**config.mk**
```make
export PLATFORM = sky130hd
export DESIGN_NAME = jtbubl_snd_comm
export DESIGN_NICKNAME = d
export VERILOG_FILES = /design/src/rtl/jtbubl_snd_comm.sv
export SDC_FILE = /design/constraint.sdc
export NUM_CORES = 1
export LEC_CHECK = 0
export CAP_MARGIN = 20
export CORE_AREA = 2 2 71 73
export CTS_BUF_LIST = sky130_fd_sc_hd__clkbuf_2
export DETAILED_ROUTE_END_ITERATION = 8
export DIE_AREA = 0 0 73 75
export MAX_ROUTING_LAYER = met4
export PLACE_DENSITY_LB_ADDON = 0.15
export SLEW_MARGIN = 10
export SYNTH_ARGS = -nofsm -noshare
export SYNTH_HDL_FRONTEND = slang
export SYNTH_SLANG_ARGS = --single-unit
export TNS_END_PERCENT = 5
```
**constraint.sdc**
```tcl
create_clock -name clk24 -period 3.25 [get_ports clk24]
set_input_delay 0.325 -clock clk24 [delete_from_list [all_inputs] [get_ports clk24]]
set_output_delay 0.325 -clock clk24 [all_outputs]
set_load 0.01 [all_outputs]
```
**src/rtl/jtbubl_snd_comm.sv**
```systemverilog
// Main CPU <-> sound CPU mailbox: one command byte (main -> sound), one reply
// byte (sound -> main), pending/overrun flags, a gated NMI to the sound CPU
// and a sound-CPU reset pulse whose length the main CPU can trigger.
module jtbubl_snd_comm #(
    parameter int RSTLEN = 16
) (
    input  logic       clk24,
    input  logic       rst,
    input  logic       main_cs,
    input  logic       main_rnw,
    input  logic [1:0] main_addr,
    input  logic [7:0] main_dout,
    output logic [7:0] main_din,
    input  logic       snd_cs,
    input  logic       snd_rnw,
    input  logic [1:0] snd_addr,
    input  logic [7:0] snd_dout,
    output logic [7:0] snd_din,
    output logic       snd_nmi_n,
    output logic       snd_rst
);

    localparam logic [7:0] LP_RSTLEN = 8'(RSTLEN);

    logic       r_main_cs_q;
    logic       r_snd_cs_q;
    logic [7:0] r_cmd_latch;
    logic       r_cmd_pend;
    logic       r_cmd_ovr;
    logic [7:0] r_rep_latch;
    logic       r_rep_pend;
    logic       r_rep_ovr;
    logic       r_nmi_req;
    logic       r_nmi_en;
    logic [7:0] r_rst_cnt;
    logic       r_snd_nmi_n;

    // An access is the first cycle of a cs pulse; holding cs does nothing more.
    logic w_main_ev;
    logic w_snd_ev;
    assign w_main_ev = main_cs & ~r_main_cs_q;
    assign w_snd_ev  = snd_cs  & ~r_snd_cs_q;

    logic w_m_wr0, w_m_rd0, w_m_rd1, w_m_srst;
    assign w_m_wr0  = w_main_ev & ~main_rnw & (main_addr == 2'd0);
    assign w_m_rd0  = w_main_ev &  main_rnw & (main_addr == 2'd0);
    assign w_m_rd1  = w_main_ev &  main_rnw & (main_addr == 2'd1);
    assign w_m_srst = w_main_ev & ~main_rnw & (main_addr == 2'd2) & main_dout[0];

    logic w_s_rd0, w_s_wr0, w_s_wr1, w_s_wr2, w_s_rd3;
    assign w_s_rd0 = w_snd_ev &  snd_rnw & (snd_addr == 2'd0);
    assign w_s_wr0 = w_snd_ev & ~snd_rnw & (snd_addr == 2'd0);
    assign w_s_wr1 = w_snd_ev & ~snd_rnw & (snd_addr == 2'd1);
    assign w_s_wr2 = w_snd_ev & ~snd_rnw & (snd_addr == 2'd2);
    assign w_s_rd3 = w_snd_ev &  snd_rnw & (snd_addr == 2'd3);

    // Mailbox, NMI and reset-counter state. Later assignments in this block
    // take priority: a sound-CPU reset overrides flags set in the same cycle.
    always_ff @(posedge clk24) begin
        if (rst) begin
            r_main_cs_q <= 1'b0;
            r_snd_cs_q  <= 1'b0;
            r_cmd_latch <= 8'h00;
            r_cmd_pend  <= 1'b0;
            r_cmd_ovr   <= 1'b0;
            r_rep_latch <= 8'h00;
            r_rep_pend  <= 1'b0;
            r_rep_ovr   <= 1'b0;
            r_nmi_req   <= 1'b0;
            r_nmi_en    <= 1'b0;
            r_rst_cnt   <= LP_RSTLEN;
            r_snd_nmi_n <= 1'b1;
        end else begin
            r_main_cs_q <= main_cs;
            r_snd_cs_q  <= snd_cs;
            r_snd_nmi_n <= ~(r_nmi_req & r_nmi_en);

            // Command path: a write arriving with a simultaneous read wins
            // the pending flag and is not counted as an overrun.
            if (w_m_wr0) begin
                r_cmd_latch <= main_dout;
                r_cmd_pend  <= 1'b1;
                r_nmi_req   <= 1'b1;
            end else if (w_s_rd0) begin
                r_cmd_pend  <= 1'b0;
                r_nmi_req   <= 1'b0;
            end
            if (w_m_wr0 & r_cmd_pend & ~w_s_rd0)
                r_cmd_ovr <= 1'b1;
            else if (w_m_rd1)
                r_cmd_ovr <= 1'b0;

            // Reply path mirrors the command path in the other direction.
            if (w_s_wr0) begin
                r_rep_latch <= snd_dout;
                r_rep_pend  <= 1'b1;
            end else if (w_m_rd0) begin
                r_rep_pend  <= 1'b0;
            end
            if (w_s_wr0 & r_rep_pend & ~w_m_rd0)
                r_rep_ovr <= 1'b1;
            else if (w_s_rd3)
                r_rep_ovr <= 1'b0;

            if (w_s_wr2)
                r_nmi_en <= 1'b1;
            else if (w_s_wr1)
                r_nmi_en <= 1'b0;

            if (w_m_srst) begin
                r_rst_cnt  <= LP_RSTLEN;
                r_cmd_pend <= 1'b0;
                r_nmi_req  <= 1'b0;
                r_nmi_en   <= 1'b0;
                r_rep_pend <= 1'b0;
                r_rep_ovr  <= 1'b0;
            end else if (r_rst_cnt != 8'd0) begin
                r_rst_cnt  <= r_rst_cnt - 8'd1;
            end
        end
    end

    // Read data is combinational from the current register state.
    always_comb begin
        main_din = 8'hFF;
        snd_din  = 8'hFF;
        if (main_cs & main_rnw) begin
            case (main_addr)
                2'd0:    main_din = r_rep_latch;
                2'd1:    main_din = {4'b0, r_rep_ovr, r_cmd_ovr, r_rep_pend, r_cmd_pend};
                default: main_din = 8'hFF;
            endcase
        end
        if (snd_cs & snd_rnw) begin
            case (snd_addr)
                2'd0:    snd_din = r_cmd_latch;
                2'd3:    snd_din = {6'b0, r_rep_pend, r_cmd_pend};
                default: snd_din = 8'hFF;
            endcase
        end
    end

    assign snd_nmi_n = r_snd_nmi_n;
    assign snd_rst   = (r_rst_cnt != 8'd0);

endmodule

```
==> results of run 1 <==
## kinds of logic after synthesis
logic type | after synthesis
simple gates | 66
compound gates | 55
flops | 32
buf+inv | 20
fa+ha+maj | 7
mux | 4
xor+xnor | 3
## power groups by stage
stage	Combinational (uW)	Sequential (uW)	Clock [uW]
after floorplan	177	470	0
after CTS	268	472	193
after global placement	263	481	0
final	265	472	184
after detailed placement	267	480	0
after global routing	293	479	214
## critical path, stage by stage, from the launching register on
cell	delay (ns)
dfxtp_1	0.37
inv_1	0.10
ha_1	0.18
or3b_2	0.48
nor2_1	0.32
inv_1	0.13
clkdlybuf4s50_1	0.50
## metal layers
| layer | vias to the layer above | wire, um | GRT usage |
|---|---|---|---|
| met5 | - | 0 | - |
| met4 | 0 | 53 | 0.06173 |
| met3 | 4 | 223 | 0.05221 |
| met2 | 38 | 1699 | 0.2192 |
| met1 | 665 | 1975 | 0.2136 |
| li1 | 752 | - | - |
## how the worst min path moves through the flow
stage,start,end,cells after the start
finish,r_nmi_en$_SDFFE_PP0P_,snd_nmi_n$_SDFF_PP1_,1
global placement,r_nmi_en$_SDFFE_PP0P_,snd_nmi_n$_SDFF_PP1_,1
CTS,r_nmi_en$_SDFFE_PP0P_,snd_nmi_n$_SDFF_PP1_,1
floorplan,r_nmi_en$_SDFFE_PP0P_,snd_nmi_n$_SDFF_PP1_,1
detailed placement,r_nmi_en$_SDFFE_PP0P_,snd_nmi_n$_SDFF_PP1_,1
global route,main_dout[6],r_cmd_latch[6]$_SDFFE_PP0P_,3
## state kept, by name, indices dropped and copies added (netlist names)
name and flops:
r_rep_ovr 1, r_rep_pend 1, r_nmi_req 1, r_rst_cnt 8
r_nmi_en 1, r_cmd_ovr 1, r_cmd_latch 8, snd_nmi_n 1
r_snd_cs_q 1, r_main_cs_q 1, r_rep_latch 8
## layout make-up
class / instances / area (um2)
multi-input combinational: 135 / 857.1
sequential: 32 / 640.6
fill: 490 / 2566
clock inverter: 1 / 5.005
tap: 54 / 67.56
inverter: 9 / 33.78
clock buffer: 6 / 30.03
timing repair buffer: 47 / 460.4
## cells in the final DEF (no fill, tap or decap), types with 6 or more instances in the layout
cell type / instances
dfxtp_1: 32
a21oi_1: 22
nand3_1: 8
clkbuf_2: 6
inv_1: 9
ha_1: 7
nor3_1: 6
a21o_1: 7
o21ai_0: 15
nand2_1: 21
clkdlybuf4s50_1: 43
## through the flow
stage / cells / setup slack (ns) / total power [uW] / hold WS (ns) / utilization
after floorplan: 187 / 1.556 / 646.5 / 0.3838 / -
after global placement: 277 / 0.6036 / 743.9 / 0.4092 / 0.4419
after detailed placement: 277 / 0.5174 / 747.2 / 0.3993 / 0.4419
after CTS: 284 / 0.4264 / 933.9 / 0.4444 / 0.4494
after global routing: 284 / 0.2763 / 986.2 / 0.4422 / 0.4494
final: 284 / 0.4727 / 920.7 / 0.4411 / 0.4494
==> impl_results.md, run 1 <==
* Worst setup path end: snd_rst
* Post-synth top area share at 0.4070
* Max Freq at 0.3601 GHz
* Die Wd at 73 um
* Slew of the pin with the lowest slew margin at 0.5115 ns
* Via count at 1459
* Drc violations at 0
* Synthesized area at 1574 um2
* Most common cell in the netlist: dfxtp_1
* Die area at 5475 um2
* Crit share post-route at 0.8546
* # diodes at 0
* Final setup fails at 0
* Sequential power share at 0.513
* Pwr per Cell Area at 439.6 nW/um2
* Skew final at 0.007563 ns
* Vias per inst at 5.137
* Worst setup EP type: primary output
* Post-synthesis simple-gate area fraction at 0.2377
* FF-to-FF End: r_rst_cnt[1]$_SDFFE_PP0P_
* Adder-cell area share of the yosys netlist at 0.05564
* Post-synthesis mux area share at 0.02544
* Internal cell power at 623.8 uW
* P&R area growth vs syn at 33.07%
* Max-cap violation count at 0
* Syn. warnings at 0
* Switching power at 296.9 uW
* Ranking of synthesized cells by area: dfxtp_1, a21oi_1, ha_1
* Post-CTS Hold Fix Bufs at 0
* CTS tree: built
* Clock Path Buffers at 2
* R2R Setup Slk at 1.36 ns
* Worst path required time at 2.92 ns
* Layout net count at 263
* Skew-Pair Late Insertion Delay at 0.37 ns
* Mean Syn Cell Area at 8.417 um2
* Placed instance area at 2059 um2
* Fin crit period at 2.777 ns
* Worst r2r src: r_rst_cnt[0]$_SDFFE_PP0P_
* Sw Share at 0.3225
* ANT nets after route at 0
* Net count after synthesis at 220
* Layout cell share with drive strength beyond 1 at 0.05652
* Drt pass-1 iters at 4
* Status: finished, final reports clean
* Clock power frac at 0.200
* Clock slew at reported path FFs at 0.16 ns
* Sequential area share after synthesis at 0.4070
* Port bufs at 43
* Largest family of logic cells by synthesized area: simple AND/OR/NAND/NOR gates
* H-tree depth at 2
* Post-synth top cells: dfxtp_1, a21oi_1, nand2_1
* Core area at 4661 um2
* Postcts setup bufs at 0
* CTS buffer count at 5
* Max-slew violation count at 0
* FP Rows at 25
* Root Driver: clkbuf_2
* Post-Synth XOR/XNOR Area at 0.01669
* Distinct cell type count after synthesis at 37
* Most common flop cell mapped by yosys: dfxtp_1
* Worst Hold Class: flop to flop
* Register bit total from synthesis at 32
* GPL Wtd Cong at 0.7055
* Overall Global Routing Usage at 0.1589
* First-pass GRT wire length at 6444 um
* Largest net degree at the start of global routing at 22
* Post-CTS sizing at 0
* FFs w/ async S/R, synth at 0
* RSZ-0062 raised after global routing: no
* Reg2Reg Depth at 6
* Crit Path Max Fanout at 5
* Final Hold Viols at 0
* Vias in the first global route at 1344
* Synth Area in Compound Gates at 0.2091
* CP arrival at 2.45 ns
* Cells after Synth at 187
* Wire length per cell at 13.91 um
* Design Area, Final at 2095 um2
* Post-synth EDFFs at 0
* GRT Residual Overflow at 0
* TNS Setup at 0 ns
* Yosys top cell by area: dfxtp_1
* Num ports at 44
* CP startpoint kind: flop
* First-iteration detailed-routing DRC count at 63
* Starting density of the core at 0.3377
* Die Y at 75 um
* Clk sinks at 32
* Comb pwr share at 0.288
* VDD IR max at 0.2630 mV
* Worst Setup SP: r_rst_cnt[0]$_SDFFE_PP0P_
* Crit Path Category: flop to primary output
* DP HPWL at 2827 um
* Initial antenna violation count at 0
* Slew headroom at 0.6580
* Leakage at 0.0007519 uW
* Routed Wire Length at 3951 um
Note: power is estimated with default switching activity, not from simulation.
==> run 2: changes to the inputs <==
--- a/config.mk
+++ b/config.mk
@@ -6,10 +6,10 @@
 export NUM_CORES = 1
 export LEC_CHECK = 0
 export CAP_MARGIN = 20
-export CORE_AREA = 2 2 71 73
+export CORE_AREA = 2 2 60 62
 export CTS_BUF_LIST = sky130_fd_sc_hd__clkbuf_2
 export DETAILED_ROUTE_END_ITERATION = 8
-export DIE_AREA = 0 0 73 75
+export DIE_AREA = 0 0 62 64
 export MAX_ROUTING_LAYER = met4
 export PLACE_DENSITY_LB_ADDON = 0.15
 export SLEW_MARGIN = 10
==> constraint.sdc (replaced) <==
create_clock -name clk24 -period 3.5 [get_ports clk24]
set_input_delay 0.35 -clock clk24 [delete_from_list [all_inputs] [get_ports clk24]]
set_output_delay 0.35 -clock clk24 [all_outputs]
set_load 0.01 [all_outputs]
==> run 2 against run 1 <==
Net effect: die area down 28%; core utilization is 18 points higher; wire length down 0.61%; sequential cell count unchanged; non-clock buffer count fell by 1; via count grew 3.4%; global-route usage is 6.9 points higher; highest routed layer unchanged; critical path depth is the same; total power decreased by 5.8%; register-to-register slack better by 0.22 ns; final cell count fell by 2.8%; count of clock-buffer cells in the layout grew 1.
==> impl_results.md, run 2 (synthesis results as in run 1) <==
* Status: finished, final reports clean
* Drt pass-1 iters at 4 (unchanged)
* First-pass GRT wire length at 6561 um (+1.8%)
* Largest registers: r_cmd_latch (8), r_rep_latch (8), r_rst_cnt (8)
* Postcts setup bufs at 0 (unchanged)
* DP HPWL at 2856 um (+1.0%)
* Clock Path Buffers at 2 (unchanged)
* Post-CTS Hold Fix Bufs at 0 (unchanged)
* Drc violations at 0 (unchanged)
* Via count at 1509 (+3.4%)
* Leakage at 0.0007489 uW (-0.40%)
* Root Driver: clkbuf_2
* Sequential power share at 0.510 (-0.003)
* Worst path required time at 3.15 ns (+0.23 ns)
* Skew final at 0.01424 ns (+0.006674 ns)
* CP startpoint kind: flop
* Crit Path Category: flop to primary output
* Switching power at 282.2 uW (-4.9%)
* RSZ-0062 raised after global routing: no
* Layout filler cell count at 290 (-41%)
* Vias in the first global route at 1445 (+7.5%)
* Port bufs at 43 (unchanged)
* Die Y at 64 um (-15%)
* Comb pwr share at 0.290 (+0.002)
* Vias per inst at 5.467 (+6.4%)
* Core area at 3284 um2 (-30%)
* CTS buffer count at 5 (unchanged)
* Die area at 3968 um2 (-28%)
* Commonest cells after routing, fill and taps aside: clkdlybuf4s50_1, dfxtp_1, a21oi_1
* Sw Share at 0.3255 (+0.003027)
* VDD IR max at 0.2975 mV (+13%)
* Die Wd at 62 um (-15%)
* Min-Delay Endpoint: snd_nmi_n$_SDFF_PP1_
* Clock slew at reported path FFs at 0.16 ns (about the same)
* Max Freq at 0.3530 GHz
* Hold WS at 0.4386 ns (-0.002488 ns)
* TNS Setup at 0 ns (unchanged)
* Num ports at 44 (unchanged)
* Critical path, cell by cell: inv_1 -> ha_1 -> or3b_2 -> nor2_1 -> inv_1 -> clkdlybuf4s50_1
* Crit-path max cell delay at 0.50 ns (about the same)
* # diodes at 0 (unchanged)
* Reg2Reg Depth at 6 (unchanged)
* CP dominant cell by count: inv_1
* Skew-Pair Late Insertion Delay at 0.37 ns (about the same)
* CTS tree: built
* FP Rows at 21 (-16%)
* Most common cell after layout, fill and taps aside: clkdlybuf4s50_1
* Worst Hold Class: flop to flop
* Slew headroom at 0.4634 (-0.1945)
* Wire length per cell at 14.23 um (+2.3%)
* Worst hold stages at 1 (unchanged)
* Worst setup EP type: primary output
* Internal cell power at 584.8 uW (-6.2%)
* Overall Global Routing Usage at 0.2283 (+0.06941)
* Clock power frac at 0.200 (about the same)
* Post-CTS sizing at 0 (unchanged)
* Clk sinks at 32 (unchanged)
* Pwr per Cell Area at 416.7 nW/um2 (-5.2%)
* H-tree depth at 2 (unchanged)
* R2R Setup Slk at 1.58 ns (+0.22 ns)
* Layout cell share with drive strength beyond 1 at 0.05217 (-0.004348)
* GPL Wtd Cong at 0.8578 (+22%)
* Layout net count at 262 (-0.38%)
* Largest net degree at the start of global routing at 22 (unchanged)
* CP arrival at 2.48 ns (+0.03 ns)
* Buf/Inv on CP at 3 (unchanged)
* Crit share post-route at 0.8094
* Initial antenna violation count at 0 (unchanged)
* ANT nets after route at 0 (unchanged)
* Final Hold Viols at 0 (unchanged)
* First-iteration detailed-routing DRC count at 94 (+49%)
* Max-slew violation count at 0 (unchanged)
* Final setup fails at 0 (unchanged)
* Slew of the pin with the lowest slew margin at 0.8024 ns (+0.2909 ns)
* FF-to-FF End: r_rst_cnt[1]$_SDFFE_PP0P_
* GRT Residual Overflow at 0 (unchanged)
* Worst r2r src: r_rst_cnt[0]$_SDFFE_PP0P_
* P&R area growth vs syn at 32.19%
* Starting density of the core at 0.4792 (+0.1415)
* CP delay by family, top: simple AND/OR/NAND/NOR gates
* Fin crit period at 2.833 ns
* Crit Path Max Fanout at 5 (unchanged)
* Crit-path slowest cell: or3b_2
* Max-cap violation count at 0 (unchanged)
* Hold_sp: r_nmi_en$_SDFFE_PP0P_
* Final Core Density at 0.6335 (+0.1841)
* Routed Wire Length at 3927 um (-0.61%)
==> run 2: stage by stage <==
step	cell area, um2	power (uW)	cells	worst slack [ns]
floorplan	1574	600.3	187	1.781
global placement	2042	680.7	268	0.8122
detailed placement	2042	695.9	268	0.6868
CTS	2081	872.9	276	0.6465
global route	2081	927.0	276	0.5165
finish	2081	867.1	276	0.6670
==> run 2: cell type report <==
type	instances	area, um2	area share
well taps	46	57.56	0.02766
inverters	9	33.78	0.01624
clock buffers	7	35.03	0.01684
flip-flops and latches	32	640.6	0.3079
multi-input cells	135	857.1	0.4119
clock inverters	1	3.754	0.001804
repair buffers	46	452.9	0.2177
==> run 2: worst max-delay path by stage <==
stage                                    startpoint          to  slack [ns]  depth (start not counted)
final                     r_rst_cnt[0]$_SDFFE_PP0P_     snd_rst        0.67                          6
after global routing      r_rst_cnt[0]$_SDFFE_PP0P_     snd_rst        0.52                          6
after CTS                 r_rst_cnt[0]$_SDFFE_PP0P_     snd_rst        0.65                          6
after detailed placement                snd_addr[0]  snd_din[2]        0.69                          6
after global placement                  snd_addr[0]  snd_din[7]        0.81                          6
after floorplan           r_rst_cnt[0]$_SDFFE_PP0P_     snd_rst        1.78                          5
==> run 2: power by group through the flow <==
stage	Combinational (uW)	Sequential (uW)	Clock (uW)
final	251	442	174
after global routing	283	448	196
after floorplan	164	436	0
after detailed placement	249	447	0
after CTS	253	441	179
after global placement	238	443	0
==> run 2: layer usage <==
metal / global-route usage / vias to the layer above / routed length (um)
met5: - / - / 0
met4: 0.07181 / 0 / 59
met3: 0.06073 / 6 / 197
met2: 0.3672 / 43 / 1922
met1: 0.2724 / 709 / 1747
li1: - / 751 / -
